===== src/rtl/ast_framing_fifo_pkg.sv =====
// rtl/ast_framing_fifo_pkg.sv - shared widths, types and FSM states for the framing FIFO
package ast_framing_fifo_pkg;

  localparam int DATA_IN_W  = 64;
  localparam int CHANNEL_W  = 10;
  localparam int EMPTY_IN_W = $clog2(DATA_IN_W / 8) ? $clog2(DATA_IN_W / 8) : 1;
  localparam int FIFO_DEPTH = 8;

  typedef logic [CHANNEL_W-1:0]  channel_t;
  typedef logic [EMPTY_IN_W-1:0] empty_in_t;

  typedef enum logic {
    ST_IDLE   = 1'b0,
    ST_IN_PKT = 1'b1
  } state_t;

endpackage


===== src/rtl/ast_fifo_mem.sv =====
// rtl/ast_fifo_mem.sv - register-array storage with one write port and asynchronous read
module ast_fifo_mem #(
  parameter int WIDTH = 8,
  parameter int DEPTH = 8,
  localparam int AW   = $clog2(DEPTH)
) (
  input  logic             clk,
  input  logic             we,
  input  logic [AW-1:0]    waddr,
  input  logic [WIDTH-1:0] wdata,
  input  logic [AW-1:0]    raddr,
  output logic [WIDTH-1:0] rdata
);

  logic [WIDTH-1:0] mem [DEPTH];

  // Storage is not reset: an entry is only observable after it has been written.
  always_ff @(posedge clk) begin
    if (we) begin
      mem[waddr] <= wdata;
    end
  end

  assign rdata = mem[raddr];

endmodule


===== src/rtl/ast_framing_fifo.sv =====
// rtl/ast_framing_fifo.sv - packet-sanitising show-ahead FIFO ahead of the width converter
module ast_framing_fifo #(
  parameter int DATA_W    = ast_framing_fifo_pkg::DATA_IN_W,
  parameter int CHANNEL_W = ast_framing_fifo_pkg::CHANNEL_W,
  parameter int EMPTY_W   = $clog2(DATA_W / 8) ? $clog2(DATA_W / 8) : 1,
  parameter int DEPTH     = ast_framing_fifo_pkg::FIFO_DEPTH,
  parameter int CNT_W     = 16
) (
  input  logic                 clk_i,
  input  logic                 srst_i,
  input  logic [DATA_W-1:0]    ast_data_i,
  input  logic                 ast_startofpacket_i,
  input  logic                 ast_endofpacket_i,
  input  logic                 ast_valid_i,
  input  logic [EMPTY_W-1:0]   ast_empty_i,
  input  logic [CHANNEL_W-1:0] ast_channel_i,
  output logic                 ast_ready_o,
  output logic [DATA_W-1:0]    ast_data_o,
  output logic                 ast_startofpacket_o,
  output logic                 ast_endofpacket_o,
  output logic                 ast_valid_o,
  output logic [EMPTY_W-1:0]   ast_empty_o,
  output logic [CHANNEL_W-1:0] ast_channel_o,
  input  logic                 ast_ready_i,
  output logic [CNT_W-1:0]     drop_cnt_o,
  output logic                 sop_err_o
);

  import ast_framing_fifo_pkg::*;

  localparam int AW      = $clog2(DEPTH);
  localparam int PTR_W   = AW + 1;
  localparam int ENTRY_W = DATA_W + CHANNEL_W + EMPTY_W + 2;

  state_t               state_q, state_d;
  logic [PTR_W-1:0]     wr_ptr, rd_ptr, used;
  logic [CHANNEL_W-1:0] ch_q;
  logic [CNT_W-1:0]     drop_cnt;
  logic                 sop_err_q;

  logic                 accept, pop;
  logic                 wr_en, drop, latch_ch, sop_err_d;
  logic [CHANNEL_W-1:0] wr_channel;
  logic [EMPTY_W-1:0]   wr_empty;
  logic [ENTRY_W-1:0]   wr_entry, rd_entry;

  // Extra pointer MSB distinguishes full from empty when the address bits match.
  assign used        = wr_ptr - rd_ptr;
  assign ast_ready_o = !srst_i && (used < PTR_W'(DEPTH));
  assign accept      = ast_valid_i && ast_ready_o;
  assign ast_valid_o = (used != '0);
  assign pop         = ast_valid_o && ast_ready_i;

  // SOP beats carry their own channel; continuation beats inherit the packet's channel.
  assign wr_channel = ast_startofpacket_i ? ast_channel_i : ch_q;
  assign wr_empty   = ast_endofpacket_i ? ast_empty_i : '0;
  assign wr_entry   = {ast_data_i, wr_channel, wr_empty, ast_startofpacket_i, ast_endofpacket_i};

  ast_fifo_mem #(
    .WIDTH (ENTRY_W),
    .DEPTH (DEPTH)
  ) u_mem (
    .clk   (clk_i),
    .we    (wr_en),
    .waddr (wr_ptr[AW-1:0]),
    .wdata (wr_entry),
    .raddr (rd_ptr[AW-1:0]),
    .rdata (rd_entry)
  );

  // Outputs read zero whenever nothing is presented, including straight out of reset.
  assign {ast_data_o, ast_channel_o, ast_empty_o, ast_startofpacket_o, ast_endofpacket_o} =
    ast_valid_o ? rd_entry : '0;

  assign drop_cnt_o = drop_cnt;
  assign sop_err_o  = sop_err_q;

  // Framing decisions for each accepted beat: write, drop, re-latch channel, flag SOP error.
  always_comb begin
    state_d   = state_q;
    wr_en     = 1'b0;
    drop      = 1'b0;
    latch_ch  = 1'b0;
    sop_err_d = 1'b0;
    if (accept) begin
      if (ast_startofpacket_i) begin
        wr_en     = 1'b1;
        latch_ch  = 1'b1;
        sop_err_d = (state_q == ST_IN_PKT);
        state_d   = ast_endofpacket_i ? ST_IDLE : ST_IN_PKT;
      end else if (state_q == ST_IN_PKT) begin
        wr_en = 1'b1;
        if (ast_endofpacket_i) begin
          state_d = ST_IDLE;
        end
      end else begin
        drop = 1'b1;
      end
    end
  end

  // State, pointers, channel latch and status counters.
  always_ff @(posedge clk_i) begin
    if (srst_i) begin
      state_q   <= ST_IDLE;
      wr_ptr    <= '0;
      rd_ptr    <= '0;
      ch_q      <= '0;
      drop_cnt  <= '0;
      sop_err_q <= 1'b0;
    end else begin
      state_q   <= state_d;
      sop_err_q <= sop_err_d;
      if (wr_en) begin
        wr_ptr <= wr_ptr + PTR_W'(1);
      end
      if (pop) begin
        rd_ptr <= rd_ptr + PTR_W'(1);
      end
      if (latch_ch) begin
        ch_q <= ast_channel_i;
      end
      if (drop && (drop_cnt != '1)) begin
        drop_cnt <= drop_cnt + CNT_W'(1);
      end
    end
  end

endmodule


===== config.mk =====
export PLATFORM = sky130hd
export DESIGN_NAME = ast_framing_fifo
export DESIGN_NICKNAME = d
export VERILOG_FILES = /design/src/rtl/ast_framing_fifo_pkg.sv /design/src/rtl/ast_fifo_mem.sv /design/src/rtl/ast_framing_fifo.sv
export SDC_FILE = /design/constraint.sdc
export NUM_CORES = 1
export LEC_CHECK = 0
export BUFFER_PORTS_ARGS = -buffer_cell sky130_fd_sc_hd__buf_4
export CORE_MARGIN = 3
export CORE_UTILIZATION = 30
export DETAILED_ROUTE_END_ITERATION = 12
export SLEW_MARGIN = 30
export SYNTH_ARGS = -nofsm -noshare
export SYNTH_HDL_FRONTEND = slang
export SYNTH_SLANG_ARGS = --single-unit

===== constraint.sdc =====
create_clock -name clk_i -period 13.5 [get_ports clk_i]
set_clock_uncertainty 0.15 [all_clocks]
set_input_delay 4.05 -clock clk_i [delete_from_list [all_inputs] [get_ports clk_i]]
set_output_delay 4.05 -clock clk_i [all_outputs]
set_load 0.005 [all_outputs]

==> reports/qor.yml <==
ys_seq_area_frac: 0.7618
die_y_um: 300.0
antenna_found_initial: 3
reg2reg_slack_ns: 9.46
synth_seq_cells: 671
die_width_um: 300.0
cts_tree: "done"
rows: 107
grt_pass1_vias: 13700
final_common_cell: "edfxtp_1"
initial_utilization: 0.3037
timing.final.crit_share: 0.6560
path_clk_slew_ns: 0.06
synth_ff_type: "edfxtp_1"
syn_nets: 1324
synth_top_area_cell: "edfxtp_1"
synth_cells: 1235
detailroute.via_count: 12510
p_leak_nw: 9.779
period_needed_ns: 8.855
ys_warn_count: 0
crit_fanout: 37
wl_per_cell_um: 21.81
layout.nets: 1541
ir_drop_mv: 0.1025
drv_slew: 0
numCtsBuffers: 76
gp_congestion: 0.7506
critPathArrivalTime_ns: 4.66
grt_first_pass_wirelength_um: 87280
finalHoldViolCount: 0
clockPowerShare: 0.379
clock.fmax_mhz: 112.9
outcome: "finished clean"
cp-end-kind: "output pin"
synth-edff-count: 632
cts-resized-gates: 0
crit_type: "in2out"
port_buffers: 180
rsz0062_at_grt: "no"
clock-sinks: 671
combPwrFrac: 0.188
slew_headroom: 0.4025
fp.dieArea_um2: 90030
p_int_mw: 4.056
p_switching_mw: 1.357
gr-usage-all-layers: 0.1295
crit_top_cell: "buf_4"
avgSynthCellArea_um2: 21.00
final_cell_mix: "edfxtp_1 (632), buf_4 (200), mux4_2 (158), nor2_1 (104), mux2i_1 (92)"
p_per_area_nw_per_um2: 173.2
grt_overflow_total: 0
wl_um: 57990
ant_nets: 0
critPathMaxStageDelay_ns: 0.34
synth_area_leaders: "edfxtp_1 (73%), mux4_2 (14%), mux2i_1 (3.6%)"
finalSetupViolations: 0
cap_violations: 0
p_seq_frac: 0.433
synthesis.area_um2: 25940
first_iter_violations: 829
drive_gt1_frac: 0.3338
grt_max_degree: 63
ioPinCount: 181
worstPathRequired_ns: 9.30
htree_num_levels: 3
fin_setup_tns_ns: 0
cp-start-kind: "input pin"
clk_latency_ns: 0.60
yosysTopAreaCellShare: 0.7317
cts-hold-fix-buffers: 0
synth-async-reset-ratio: 0
cts_buffer_depth: 3
holdCritPathClass: "reg2reg"
routed_via_density: 4.704
clock-root-buffer: "clkbuf_16"
swShare: 0.2507
drc: 0
post_cts_buffers: 0
fin_cells: 2659
dr.pass1.iters: 5
hpwl_um: 31780
dp.cells: 2517
coreArea_um2: 85410
crit_slowest_cell: "buf_4"
crit_path_cell_trace: "buf_4 > a21oi_1 > buf_4"
tightestPinTransition_ns: 0.8881
area_growth_pct: 20.52
synth_cell_types: 47
[per-layer routing]
layer | wire length [µm] | track usage
met5 | 13 | 0
met3 | 2275 | 0.02448
met4 | 1504 | 0.04252
met1 | 23530 | 0.1584
met2 | 30680 | 0.2303
[kinds of logic (layout without fill, tap and decap cells)]
family | after synthesis | in the layout | share of synthesized area
flip-flops | 671 | 671 | 0.7618
multiplexers | 261 | 261 | 0.1775
AND/OR/NAND/NOR | 168 | 168 | 0.03082
buffers and inverters | 74 | 352 | 0.01163
AO/OA/AOI/OAI | 47 | 47 | 0.01245
XOR/XNOR | 8 | 8 | 0.002991
adder cells (fa/ha/maj) | 6 | 6 | 0.002894
other | 0 | 2 | 0
[flip-flops by register name (all words and copies together) (netlist names), named ones only]
register / count
ch_q: 10
drop_cnt_o: 16
rd_ptr: 4
sop_err_o: 1
state_q: 1
u_mem.mem: 632
wr_ptr: 4
[worst max-delay path: cells and delay by family]
family / cells / cell delay [ns]
compound gates: 1 / 0.10
buf+inv: 2 / 0.50
[through the flow]
step | area [µm²] | util | power (mW) | setup slack, ns | hold WS [ns]
global placement | 28710 | 0.3361 | 3.443 | 4.657 | 0.3206
detailed placement | 28720 | 0.3362 | 3.448 | 4.660 | 0.3379
CTS | 31230 | 0.3657 | 5.530 | 4.658 | 0.3532
global route | 31260 | 0.3659 | 5.669 | 4.601 | 0.3747
finish | 31260 | 0.3660 | 5.413 | 4.645 | 0.3471
floorplan | 25940 | - | 2.981 | 0.06300 | 0.3061
[power groups by stage]
stage | combinational [mW] | sequential, mW | clock [mW]
2_1_floorplan | 0.612 | 2.37 | 0
4_1_cts | 1.06 | 2.35 | 2.12
3_5_place_dp | 1.05 | 2.40 | 0
6_report | 1.02 | 2.34 | 2.05
3_3_place_gp | 1.05 | 2.39 | 0
5_1_grt | 1.12 | 2.35 | 2.20
[final cells by class]
class | instances | area, µm²
sequential | 671 | 19770
clock inverter | 46 | 505.5
fill | 7971 | 54150
inverter | 8 | 30.03
tap | 1144 | 1431
multi-input combinational | 490 | 5944
clock buffer | 93 | 2008
antenna | 2 | 5.005
timing repair buffer | 205 | 1567
[Yosys cell counts (3+ instances only)]
cell / n
edfxtp_1: 632
mux4_2: 158
nor2_1: 105
mux2i_1: 92
dfxtp_1: 39
clkbuf_1: 36
buf_2: 16
a21oi_1: 14
buf_1: 13
mux2_2: 11
nand2_1: 11
inv_1: 8
o21ai_0: 8
ha_1: 6
nor3_1: 6
or3_1: 6
or4_1: 6
xor2_1: 6
and2_1: 5
nand4_1: 5
o31ai_1: 5
and3_1: 4
nor4_1: 4
o2111ai_1: 4
o21a_1: 4
o211ai_1: 3
or2_2: 3
[worst paths after layout]
check             startpoint  depth (start not counted)               end
hold / removal       ch_q[3]                          2           ch_q[3]
setup reg to reg   wr_ptr[1]                          8  u_mem.mem[4][62]
setup / recovery      srst_i                          3       ast_ready_o
hold reg to reg      ch_q[3]                          2           ch_q[3]
Power figures use the tool's default switching activity.
